## src/rtl/prog_seq_pkg.sv

```systemverilog
// Shared definitions for the program sequencer: sizes and state encoding.
package prog_seq_pkg;

  localparam int unsigned PROG_DEPTH = 16;
  localparam int unsigned INSTR_W    = 8;
  localparam int unsigned ADDR_W     = 4;
  localparam int unsigned STATE_W    = 2;

  typedef enum logic [STATE_W-1:0] {
    ST_IDLE = 2'd0,
    ST_LOAD = 2'd1,
    ST_RUN  = 2'd2,
    ST_HALT = 2'd3
  } seq_state_e;

endpackage

```

## src/rtl/prog_sequencer_tick_divider.sv

```systemverilog
// Tick divider for the RUN clock-enable rate.
// Ports:
//   clk, n_reset : system clock, synchronous active-low reset
//   clear        : restart the count from zero this cycle
//   enable       : advance the count at the coming edge
//   tc_c         : combinational terminal count (count reaches CLK_DIV-1)
module tick_divider #(
  parameter int unsigned CLK_DIV = 4
) (
  input  logic clk,
  input  logic n_reset,
  input  logic clear,
  input  logic enable,
  output logic tc_c
);

  localparam int unsigned CNT_W = (CLK_DIV > 1) ? $clog2(CLK_DIV) : 1;

  logic [CNT_W-1:0] cnt_q;
  logic [CNT_W-1:0] base_c;

  // A clear cycle counts as count 0, so an entry edge is itself the first tick.
  assign base_c = clear ? '0 : cnt_q;
  assign tc_c   = (base_c == CNT_W'(CLK_DIV - 1));

  always_ff @(posedge clk) begin
    if (!n_reset) begin
      cnt_q <= '0;
    end else if (enable) begin
      cnt_q <= tc_c ? '0 : base_c + CNT_W'(1);
    end else if (clear) begin
      cnt_q <= '0;
    end
  end

endmodule

```

## src/rtl/prog_sequencer.sv

```systemverilog
// Program loader and execution controller for the 4-bit CPU core.
// Owns a 16x8 program RAM, loads it over a valid/ready byte stream and
// sequences the CPU through reset, divided-rate run, halt, step and breakpoint.
// Ports:
//   clk, n_reset        : system clock, synchronous active-low reset
//   ld_valid/ld_data    : load byte stream, accepted when ld_valid && ld_ready
//   ld_ready            : loader may accept a byte (LOAD only)
//   cmd_load/run/step/halt : single-cycle command pulses (halt>load>step>run)
//   bp_en, bp_addr      : breakpoint enable and instruction address
//   cpu_addr, cpu_data  : CPU instruction fetch (combinational read)
//   cpu_n_reset         : CPU synchronous reset, active-low
//   cpu_clk_en          : CPU clock enable
//   state, loaded       : sequencer state and complete-image flag
module prog_sequencer
  import prog_seq_pkg::*;
#(
  parameter int unsigned CLK_DIV = 4
) (
  input  logic               clk,
  input  logic               n_reset,
  input  logic               ld_valid,
  input  logic [INSTR_W-1:0] ld_data,
  output logic               ld_ready,
  input  logic               cmd_load,
  input  logic               cmd_run,
  input  logic               cmd_step,
  input  logic               cmd_halt,
  input  logic               bp_en,
  input  logic [ADDR_W-1:0]  bp_addr,
  input  logic [ADDR_W-1:0]  cpu_addr,
  output logic [INSTR_W-1:0] cpu_data,
  output logic               cpu_n_reset,
  output logic               cpu_clk_en,
  output logic [STATE_W-1:0] state,
  output logic               loaded
);

  seq_state_e         state_q, state_d;
  logic [INSTR_W-1:0] ram_q [PROG_DEPTH];
  logic [ADDR_W-1:0]  wptr_q;
  logic               loaded_q;
  logic               skip_bp_q;
  logic               ld_ready_q, cpu_n_reset_q, cpu_clk_en_q;
  logic               ld_ready_d, cpu_n_reset_d, cpu_clk_en_d;
  logic               accept_c, last_accept_c, bp_hit_c;
  logic               tc_c, div_clear_c, div_enable_c;
  logic               pulse_c;

  assign accept_c      = (state_q == ST_LOAD) && ld_ready_q && ld_valid;
  assign last_accept_c = accept_c && (wptr_q == ADDR_W'(PROG_DEPTH - 1));
  assign bp_hit_c      = bp_en && (cpu_addr == bp_addr);

  // Divider restarts on every RUN entry and only advances while staying in RUN.
  assign div_clear_c  = (state_q != ST_RUN);
  assign div_enable_c = (state_d == ST_RUN);

  tick_divider #(
    .CLK_DIV (CLK_DIV)
  ) u_tick_divider (
    .clk     (clk),
    .n_reset (n_reset),
    .clear   (div_clear_c),
    .enable  (div_enable_c),
    .tc_c    (tc_c)
  );

  // State register.
  always_ff @(posedge clk) begin
    if (!n_reset) begin
      state_q <= ST_IDLE;
    end else begin
      state_q <= state_d;
    end
  end

  // Next state; pulse_c requests a CPU clock-enable pulse in the next cycle.
  always_comb begin
    state_d = state_q;
    pulse_c = 1'b0;
    case (state_q)
      ST_IDLE: begin
        if (!cmd_halt) begin
          if (cmd_load) begin
            state_d = ST_LOAD;
          end else if (cmd_run && loaded_q) begin
            state_d = ST_RUN;
            pulse_c = tc_c;
          end
        end
      end
      ST_LOAD: begin
        if (cmd_halt || last_accept_c) begin
          state_d = ST_IDLE;
        end
      end
      ST_RUN: begin
        if (cmd_halt) begin
          state_d = ST_HALT;
        end else if (tc_c) begin
          // Stop before the breakpoint instruction executes.
          if (bp_hit_c && !skip_bp_q) begin
            state_d = ST_HALT;
          end else begin
            pulse_c = 1'b1;
          end
        end
      end
      ST_HALT: begin
        if (cmd_halt) begin
          state_d = ST_IDLE;
        end else if (cmd_load) begin
          state_d = ST_LOAD;
        end else if (cmd_step) begin
          pulse_c = 1'b1;
        end else if (cmd_run) begin
          state_d = ST_RUN;
          pulse_c = tc_c;
        end
      end
      default: state_d = ST_IDLE;
    endcase
  end

  // Output decode from the upcoming state; CPU is held in reset outside RUN/HALT.
  always_comb begin
    ld_ready_d    = (state_d == ST_LOAD);
    cpu_n_reset_d = 1'b1;
    cpu_clk_en_d  = pulse_c;
    if ((state_d == ST_IDLE) || (state_d == ST_LOAD)) begin
      cpu_n_reset_d = 1'b0;
      cpu_clk_en_d  = 1'b1;
    end
  end

  // Output registers.
  always_ff @(posedge clk) begin
    if (!n_reset) begin
      ld_ready_q    <= 1'b0;
      cpu_n_reset_q <= 1'b0;
      cpu_clk_en_q  <= 1'b1;
    end else begin
      ld_ready_q    <= ld_ready_d;
      cpu_n_reset_q <= cpu_n_reset_d;
      cpu_clk_en_q  <= cpu_clk_en_d;
    end
  end

  // Program RAM, write pointer and image-complete flag.
  always_ff @(posedge clk) begin
    if (!n_reset) begin
      for (int i = 0; i < int'(PROG_DEPTH); i++) begin
        ram_q[i] <= '0;
      end
      wptr_q   <= '0;
      loaded_q <= 1'b0;
    end else if ((state_q != ST_LOAD) && (state_d == ST_LOAD)) begin
      wptr_q   <= '0;
      loaded_q <= 1'b0;
    end else begin
      if (accept_c) begin
        ram_q[wptr_q] <= ld_data;
        wptr_q        <= wptr_q + ADDR_W'(1);
      end
      if ((state_q == ST_LOAD) && cmd_halt) begin
        loaded_q <= 1'b0;
      end else if (last_accept_c) begin
        loaded_q <= 1'b1;
      end
    end
  end

  // Resuming from HALT lets the first pulse through even at the breakpoint.
  always_ff @(posedge clk) begin
    if (!n_reset) begin
      skip_bp_q <= 1'b0;
    end else if ((state_q != ST_RUN) && (state_d == ST_RUN)) begin
      skip_bp_q <= (state_q == ST_HALT) && !tc_c;
    end else if ((state_q == ST_RUN) && tc_c) begin
      skip_bp_q <= 1'b0;
    end
  end

  assign cpu_data    = ram_q[cpu_addr];
  assign ld_ready    = ld_ready_q;
  assign cpu_n_reset = cpu_n_reset_q;
  assign cpu_clk_en  = cpu_clk_en_q;
  assign state       = state_q;
  assign loaded      = loaded_q;

endmodule

```

## config.mk

```make
export PLATFORM = sky130hd
export DESIGN_NAME = prog_sequencer
export DESIGN_NICKNAME = d
export VERILOG_FILES = /design/src/rtl/prog_seq_pkg.sv /design/src/rtl/prog_sequencer_tick_divider.sv /design/src/rtl/prog_sequencer.sv
export SDC_FILE = /design/constraint.sdc
export NUM_CORES = 1
export LEC_CHECK = 0
export BUFFER_PORTS_ARGS = -buffer_cell sky130_fd_sc_hd__buf_2
export CORE_MARGIN = 5
export CORE_UTILIZATION = 32
export DETAILED_ROUTE_END_ITERATION = 10
export SLEW_MARGIN = 20
export SYNTH_ARGS = -nofsm -noshare
export SYNTH_HDL_FRONTEND = slang
export SYNTH_HIERARCHICAL = 1
export SYNTH_SLANG_ARGS = --single-unit
```

## constraint.sdc

```tcl
create_clock -name clk -period 6.8 [get_ports clk]
set_clock_uncertainty 0.2 [all_clocks]
set_input_delay 0.34 -clock clk [delete_from_list [all_inputs] [get_ports clk]]
set_output_delay 0.34 -clock clk [all_outputs]
set_load 0.03 [all_outputs]
```

==> impl_results.md, run 1 <==
- Worst Setup Start Kind: register
- Mux contribution to synthesized area: 0.137
- Synth top area cells: edfxtp_1 58%, mux4_2 14%, and2_1 12%
- Fraction of layout cells with a size suffix above 1: 0.256
- Worst Hold Path EP: loaded
- CP Capture Type: register
- Final wirelength: 15400 µm
- Final nets: 519
- Die X: 154 µm
- Vias/cell: 4.98
- Detailed Place HPWL: 11000 µm
- Final setup TNS: 0 ns
- Cts repair resizes: 0
- Die area: 23800 µm²
- CTS tree: done
- Initial antenna violation count: 0
- RSZ-0062 raised after global routing: no
- Setup Buffers After CTS: 0
- Register bit total from synthesis: 141
- Final Core Density: 0.383
- Min Tclk post-route: 3.11 ns
- ANT nets after route: 0
- Post-DP Area: 7160 µm²
- Clock Pin Slew Worst Setup and Hold Paths: 0.06 ns
- Initial Util: 0.326
- Total clock sinks: 141
- Layout area overhead: 17.4%
- DRC violations left: 0
- Worst reg2reg path endpoint: ram_q[1][6]
- Largest net degree at the start of global routing: 38
- Status: completed
- Via count: 3847
- Synthesized net count: 474
- Core ar.: 20400 µm²
- Final instance area: 7800 µm²
- GR Util All Layers: 0.135
- Critical Setup Path Class: reg2reg
- Peak Freq: 0.322 GHz
- Top cell type's share of synthesized area: 0.578
- Power per cell area: 272 nW/µm²
- Maxcap violations: 0
- XOR/XNOR share of the synthesized area: 0.00922
- Finished Layout Cells: 773
- Drt pass-1 iters: 4
- Post-synth top flop: edfxtp_1
- Reg2reg setup slack: 3.69 ns
- Initial detailed-routing violation count: 372
- Worst-Skew Late Latency: 0.42 ns
- Post-DR wirelength/cell: 19.9 µm
- Slew Viols, Final: 0
- Leakage Power: 2.85 nW
- Area leader, netlist: edfxtp_1
- Post-synth EDFFs: 128
- Vias in the first global route: 3884
- CTS Hold Buffers Added: 0
- Worst relative slew slack: 0.406
- Peak supply drop: 0.192 mV
- Syn Inst Count: 445
- Complex-gate fraction of the synthesized area: 0.0324
- Min-delay worst type: in2reg
- IO buf count: 37
- Final setup violation count: 0
- Boundary Pins: 38
- Crit path DAT: 2.98 ns
- Worst Path Max Fanout: 12
- Die H: 154 µm
- Async set or reset register ratio after synthesis: 0
- Critical Path RT: 6.67 ns
- H-Tree Depth: 4
- Worst R2R Path Depth: 4
- Clk buf depth: 2
- TritonCTS Buffers: 17
- Ys Warns: 6
- Final hold vios: 0
- Worst R2R Start: state[0]
- Row cnt: 52
- Routability cong.: 0.839
- Syn Area/Cell: 14.9 µm²
- Placed cell count: 741
- Ant. Diodes: 0
- Adder-Cell Fraction of Synth Area: 0.00941
- Global-route wire length before repair: 23900 µm
- Largest family of logic cells by synthesized area: simple AND/OR/NAND/NOR gates
- Register area share after synthesis: 0.617
- Hold Path Depth: 2
- Slew @ Worst Pin: 0.891 ns
- Clock Root Buffer: clkbuf_16
- Tcrit/Tclk final: 0.457
- Post-Synth Simple-Gate Area: 0.172
- Synth Cell Area: 6650 µm²
- Gr ovfl total: 0
- Min-Delay Startpoint: cmd_halt
- Yosys cell types: 44
- # fillers: 1872
-- critical path, cell delays in order (launching register included) --
cell      delay [ns]
dfxtp_1         0.53
and4b_1         0.53
nand3_1         0.34
nor3_1          0.70
nand2b_1        0.45
-- worst max path at each step --
stage	start	to	slack [ns]	depth (start not counted)
global placement	cpu_addr[0]	cpu_data[1]	3.89	5
global route	state[0]	ram_q[1][6]	3.51	4
finish	state[0]	ram_q[1][6]	3.69	4
floorplan	state[0]	skip_bp_q	4.00	10
CTS	state[0]	ram_q[1][6]	3.74	4
detailed placement	state[0]	ram_q[1][6]	3.75	4
-- state kept, by name, summed over array words and instances (netlist names) --
register              count
u_tick_divider/cnt_q      2
cpu_clk_en                1
wptr_q                    4
ld_ready                  1
loaded                    1
state                     2
cpu_n_reset               1
skip_bp_q                 1
ram_q                   128
-- synth_stat cells (2+ instances only) --
master / count
ha_1: 5
nand2b_1: 10
nand2_1: 7
buf_2: 7
and2_1: 123
and4b_1: 2
o21ai_0: 13
clkbuf_1: 16
dfxtp_1: 13
mux4_2: 40
buf_6: 2
a21oi_1: 2
inv_1: 5
nor3_1: 5
nor2_1: 21
xor2_1: 5
and3_1: 10
xnor2_1: 2
edfxtp_1: 128
nand3_1: 5
-- through the flow --
stage	hold slack (ns)	total power, mW	setup slack, ns
after floorplan	0.254	1.09	4.00
after global placement	0.285	1.14	3.89
after detailed placement	0.311	1.14	3.75
after CTS	0.0177	2.14	3.74
after global routing	0.0265	2.20	3.51
final	0.0381	2.12	3.69
-- power breakdown --
group	total (mW)	switching (mW)	internal, mW
clock network	1.00	0.352	0.650
logic	0.140	0.0846	0.0554
registers	0.981	0.00984	0.972
total	2.12	0.447	1.68
-- cell usage in the layout (no fill, tap or decap), types with 2 or more instances in the layout --
master / n
nand3_1: 5
and2_1: 123
clkbuf_16: 17
nor3_1: 5
xor2_1: 5
mux4_2: 40
inv_6: 3
nand2_1: 7
ha_1: 5
inv_1: 5
o21ai_0: 13
xnor2_1: 2
nand2b_1: 10
clkinvlp_4: 2
buf_4: 15
dfxtp_1: 13
nor2_1: 21
and3_1: 10
clkinv_2: 2
a21oi_1: 2
bufinv_16: 5
clkinv_1: 2
buf_2: 37
edfxtp_1: 128
and4b_1: 2
-- per-layer routing --
layer | vias up | wire (µm) | track usage | share of wire
met5 | - | 0 | 0 | 0
met4 | 0 | 197 | 0.0399 | 0.013
met3 | 17 | 737 | 0.0329 | 0.048
met2 | 103 | 8220 | 0.234 | 0.53
met1 | 1981 | 6250 | 0.168 | 0.41
li1 | 1746 | - | - | -
-- area by class of cell --
class                   instances  area [µm²]  area share
well taps                     270         338      0.0433
clock buffers                  17         425      0.0545
inverters                       6        22.5     0.00289
flip-flops and latches        141        4100       0.526
clock inverters                15         218      0.0279
repair buffers                 52         298      0.0382
multi-input cells             272        2400       0.307
-- logic make-up (layout without fill, tap and decap cells) --
| kind of cell | Yosys count | count (layout) |
|---|---|---|
| XOR/XNOR | 7 | 7 |
| AND/OR/NAND/NOR | 191 | 191 |
| adder cells (fa/ha/maj) | 5 | 5 |
| AO/OA/AOI/OAI | 28 | 28 |
| multiplexers | 41 | 41 |
| flip-flops | 141 | 141 |
| buffers and inverters | 32 | 90 |
No activity file was read; power rests on OpenSTA's default activity.
==> run 2, diff against run 1 <==
Settings changed: ABC_AREA set to 1.
Clock period 6.8 ns to 2.7 ns, I/O delays scaled along.
==> run 2 against run 1 <==
Net effect:
- worst setup slack worse by 3.4 ns
- combinational power rose to 2.9 times the previous value
- largest power group is now registers
- worst hold slack worse by 0.029 ns
- sequential share of layout area about the same
- sequential power rose to 2.5 times the previous value
- clock-buffer cell count up 8
- area after synthesis down 0.34%
- maximum frequency up 27%
- core utilization up 0.15 points
- power up 150%
==> impl_results.md, run 2 <==
- Final hold vios: 0
- Worst relative slew slack: 0.396
- Clock Root Buffer: clkbuf_16
- Post-synth EDFFs: 128
- Worst-Skew Late Latency: 0.43 ns
- # fillers: 2038
- Crit path DAT: 2.57 ns
- Maxcap violations: 0
- Clock Pin Slew Worst Setup and Hold Paths: 0.06 ns
- Most common cell after layout, fill and taps aside: nor2_1
- Syn Inst Count: 660
- Min-delay worst type: in2reg
- Routability cong.: 0.856
- Max FFs per register: 128
- Synthesized net count: 689
- Final wirelength: 18100 µm
- Slew @ Worst Pin: 0.904 ns
- Drt pass-1 iters: 5
- Critical Path, Cell by Cell: inv_1, nand2_1, nor2_1, ha_1, inv_1, nor2_1, nand3_1, nand3_2, nand2_2, nor2_1, dlygate4sd3_1
- GR Util All Layers: 0.155
- Largest net degree at the start of global routing: 66
- Via count: 5062
- Yosys cell types: 27
- XOR/XNOR share of the synthesized area: 0
- Adder-Cell Fraction of Synth Area: 0.00944
- Slowest-stage cell, CP: dlygate4sd3_1
- Leakage Power: 3.21 nW
- Largest reg by FF count: ram_q
- Layout area overhead: 17.8%
- Initial detailed-routing violation count: 521
- CP Capture Type: register
- Status: completed
- Ant. Diodes: 0
- Slew Viols, Final: 0
- Total clock sinks: 141
- Most numerous cell in the Yosys netlist: nor2_1
- Multi-input combinational cell area: 2200 µm²
- Initial Util: 0.326
- CP peak stage delay: 0.56 ns
- Detailed Place HPWL: 11800 µm
- Top cell type's share of synthesized area: 0.580
- Cts repair resizes: 0
- Fraction of layout cells with a size suffix above 1: 0.160
- Worst Path Max Fanout: 7
- Power per cell area: 675 nW/µm²
- Final Core Density: 0.385
- Peak Freq: 0.408 GHz
- Critical Setup Path Class: reg2reg
- Post-Synth Simple-Gate Area: 0.210
- Clk buf depth: 2
- Row cnt: 52
- Die H: 154 µm
- Finished Layout Cells: 984
- Regs by FF count: ram_q x128, wptr_q x4
- Tcrit/Tclk final: 0.908
- Gr ovfl total: 0
- Register bit total from synthesis: 141
- Sequential cell area: 4100 µm²
- Vias/cell: 5.14
- Initial antenna violation count: 0
- Final nets: 730
- Cell family with most CP delay: buffers and inverters
- IO buf count: 37
- H-Tree Depth: 4
- Final instance area: 7810 µm²
- Complex-gate fraction of the synthesized area: 0.113
- Mux contribution to synthesized area: 0
- Final setup violation count: 0
- TritonCTS Buffers: 17
- Final setup TNS: 0 ns
- Die X: 154 µm
- Boundary Pins: 38
- Core ar.: 20300 µm²
- Most frequent cells in the layout: 208 x nor2_1, 128 x edfxtp_1, 70 x o21ai_0
- Post-DR wirelength/cell: 18.4 µm
- Syn Area/Cell: 10.0 µm²
- Largest family of logic cells by synthesized area: simple AND/OR/NAND/NOR gates
- Ys Warns: 6
- Synth Cell Area: 6630 µm²
- Async set or reset register ratio after synthesis: 0
- DRC violations left: 0
- Synth top area cells: edfxtp_1 58%, nor2_1 12%, o21ai_0 5.3%
- Peak supply drop: 0.458 mV
- CP Buf/Inv Count: 3
- ANT nets after route: 0
- Area leader, netlist: edfxtp_1
- Global-route wire length before repair: 28200 µm
- Register area share after synthesis: 0.619
- Top cells by count, synth: 208 x nor2_1, 128 x edfxtp_1, 70 x o21ai_0
- Placed cell count: 942
- Post-DP Area: 7080 µm²
- Post-synth top flop: edfxtp_1
- CTS tree: done
- Worst Setup Start Kind: register
- Critical Path RT: 2.82 ns
- Crit-path most repeated cell: nor2_1
- Min Tclk post-route: 2.45 ns
- Vias in the first global route: 4874
- Die area: 23700 µm²
- RSZ-0062 raised after global routing: no
==> run 2: final timing paths <==
kind | start | depth (start not counted) | slack [ns] | endpoint
max reg2reg | state[0] | 11 | 0.25 | state[0]
min | bp_addr[1] | 7 | 0.01 | cpu_clk_en
min reg2reg | wptr_q[1] | 2 | 0.33 | wptr_q[1]
max | state[0] | 11 | 0.25 | state[0]
==> run 2: metrics by stage <==
stage | power, mW | worst slack, ns | hold slack (ns)
after CTS | 5.28 | 0.267 | 0.00576
after detailed placement | 2.91 | 0.416 | 0.310
after global placement | 2.91 | 0.483 | 0.310
after global routing | 5.42 | 0.00602 | 0.0820
final | 5.27 | 0.248 | 0.00953
after floorplan | 2.75 | 0.498 | 0.0558
==> run 2: routing by layer <==
| metal | vias to the layer above | track usage | part of all wire |
|---|---|---|---|
| met5 | - | 0 | 0 |
| met4 | 0 | 0.0618 | 0.031 |
| met3 | 38 | 0.0351 | 0.055 |
| met2 | 203 | 0.246 | 0.47 |
| met1 | 2468 | 0.207 | 0.44 |
| li1 | 2353 | - | - |
==> run 2: timing repair <==
item / in CTS / in global routing
buffers inserted: 0 / 0
hold buffers: 10 / 0
hold endpoints to repair: 9 / 0
==> run 2: where the power goes <==
part	total [mW]	switching, mW	internal, mW
Combinational	0.407	0.300	0.107
Clock	2.39	0.900	1.49
Sequential	2.47	0.0251	2.44
Total	5.27	1.23	4.05
==> run 2: worst register-to-register path, cell delays in order, from the launching register on <==
cell and delay [ns]:
dfxtp_1 0.44, inv_1 0.11, nand2_1 0.21, nor2_1 0.10, ha_1 0.24, inv_1 0.07
nor2_1 0.05, nand3_1 0.10, nand3_2 0.08, nand2_2 0.13, nor2_1 0.05, dlygate4sd3_1 0.56
==> run 2: area by class of cell <==
type / instances / share of cell area
Clock inverter: 7 / 0.00513
Sequential cell: 141 / 0.526
Multi-Input combinational cell: 441 / 0.282
Timing Repair Buffer: 56 / 0.0484
Clock buffer: 25 / 0.0745
Inverter: 44 / 0.0212
Tap cell: 270 / 0.0433
==> run 2: cell families after synthesis <==
kind of cell,Yosys count
AOI/OAI and AO/OA,123
DFF,141
buffers and inverters,78
and+or+nand+nor,313
adders and majority gates,5
==> run 3, diff against run 2 <==
Settings changed: SETUP_SLACK_MARGIN set to 0.4.
Clock period 2.7 ns to 2.35 ns, I/O delays scaled along.
==> run 3 against run 2 <==
Net effect:
- first-iteration DRC count rose by 17%
- register-to-register slack improved by 0.09 ns
- sequential power rose by 15%
- via count rose by 1.6%
- core utilization rose by 3.8 points
- clock-buffer cell count rose by 3
- power rose by 14%
- cell count rose by 3.4%
- worst hold slack improved by 0.039 ns
- critical path depth fell by 1
- maximum frequency rose by 22%
- combinational power rose by 33%
- largest power group unchanged
==> impl_results.md, run 3 (synthesized netlist as in run 2, its figures left out) <==
- Largest reg by FF count: ram_q
- # fillers: 1933
- CTS tree: done
- Boundary Pins: 38
- Worst Path Max Fanout: 9
- Clock Root Buffer: clkbuf_16
- Design Power: 6.03 mW
- Final wirelength: 18100 µm
- Final instance area: 8590 µm²
- Largest net degree at the start of global routing: 66
- Final hold vios: 0
- Maxcap violations: 0
- Final setup TNS: 0 ns
- Min-delay worst type: in2reg
- Critical Path RT: 2.28 ns
- Detailed Place HPWL: 11600 µm
- CP peak stage delay: 0.36 ns
- Crit path capture: ram_q[6][1]
- Vias/cell: 5.06
- Power per cell area: 702 nW/µm²
- Multi-input combinational cell area: 2620 µm²
- ANT nets after route: 0
- Critical Path, Cell by Cell: inv_4, nand2_4, nor2_4, inv_4, nor2_4, clkinv_4, nor2_8, buf_12, nand2_8, nand2_8
- Slew @ Worst Pin: 0.760 ns
- Final Core Density: 0.423
- Row cnt: 52
- RSZ-0062 raised after global routing: yes
- Regs by FF count: ram_q x128, wptr_q x4
- Max FFs per register: 128
- Routability cong.: 0.830
- H-Tree Depth: 4
- Peak Freq: 0.497 GHz
- Worst R2R Path Depth: 10
- Fraction of layout cells with a size suffix above 1: 0.253
- Clk buf depth: 2
- Finished Layout Cells: 1017
- Placed cell count: 949
- Status: completed
- Final WS setup: 0.339 ns
- Worst R2R Start: state[1]
- Most common cell after layout, fill and taps aside: nor2_1
- Most frequent cells in the layout: 200 x nor2_1, 128 x edfxtp_1, 50 x o21ai_0
- Die area: 23700 µm²
- Tcrit/Tclk final: 0.856
- Crit path DAT: 1.94 ns
- Final setup violation count: 0
- Leakage Power: 3.38 nW
- Min Tclk post-route: 2.01 ns
- CP Launch Point: state[1]
- Layout area overhead: 29.6%
- Clock Pin Slew Worst Setup and Hold Paths: 0.06 ns
- Reg2reg setup slack: 0.34 ns
- Slowest-stage cell, CP: dfxtp_4
- IO buf count: 37
- Ant. Diodes: 0
- Vias in the first global route: 4869
- Die X: 154 µm
- Global-route wire length before repair: 27600 µm
- DRC violations left: 0
- Worst Setup Start Kind: register
- Peak supply drop: 0.506 mV
- Pre-CTS setup slack: 0.239 ns
- Drt pass-1 iters: 5
- Worst-Skew Late Latency: 0.43 ns
- Worst relative slew slack: 0.493
- TritonCTS Buffers: 17
- Sequential cell area: 4120 µm²
- Worst reg2reg path endpoint: ram_q[6][1]
- GR Util All Layers: 0.151
- Initial antenna violation count: 0
- Gr ovfl total: 0
- Slew Viols, Final: 0
- Die H: 154 µm
- Critical Setup Path Class: reg2reg
- Final nets: 763
- Core ar.: 20300 µm²
- Post-DR wirelength/cell: 17.8 µm
- Total clock sinks: 141
- Hold slack: 0.0485 ns
- CP Capture Type: register
- Via count: 5142
- Initial Util: 0.326
- Post-DP Area: 7170 µm²
- Initial detailed-routing violation count: 607
==> run 3: worst min-delay path by stage <==
stage,depth (start not counted),start,slack (ns),endpoint
after floorplan,2,n_reset,0.04,u_tick_divider/cnt_q[0]
after global placement,5,cmd_run,0.30,cpu_clk_en
after detailed placement,5,cmd_run,0.30,cpu_clk_en
after CTS,4,ld_data[7],0.04,ram_q[13][7]
after global routing,4,ld_data[7],0.06,ram_q[2][7]
final,4,ld_data[7],0.05,ram_q[0][7]
==> run 3: critical path: cells and delay by family (launching register included) <==
family / cells / cell delay (ns)
AND/OR/NAND/NOR: 6 / 0.75
flip-flops: 1 / 0.36
buffers and inverters: 4 / 0.41
==> run 3: per-layer routing <==
metal  vias up  routed length [µm]  GRT usage
met5         -                   0          0
met2       178                8820      0.238
met1      2514                7890      0.208
li1       2427                   -          -
met3        23                1130     0.0368
met4         0                 287     0.0471
==> run 3: area by class of cell <==
cell class / count / area share
clock inverter: 4 / 0.00233
clock buffer: 28 / 0.0666
tap: 270 / 0.0393
inverter: 44 / 0.0207
timing repair buffer: 88 / 0.0866
sequential: 141 / 0.480
multi-input combinational: 442 / 0.305
==> run 3: timing repair <==
action / in CTS / in global routing
hold buffers: 10 / 0
gates resized for setup: 44 / 69
setup endpoints to repair: 127 / 145
endpoints found under the hold margin: 9 / 0
cloned: 0 / 1
pin swaps: 15 / 22
setup buffers: 1 / 24
==> run 3: where the power goes <==
part	switching (mW)	internal [mW]
Sequential	0.0272	2.81
Clock	1.00	1.65
Combinational	0.373	0.171
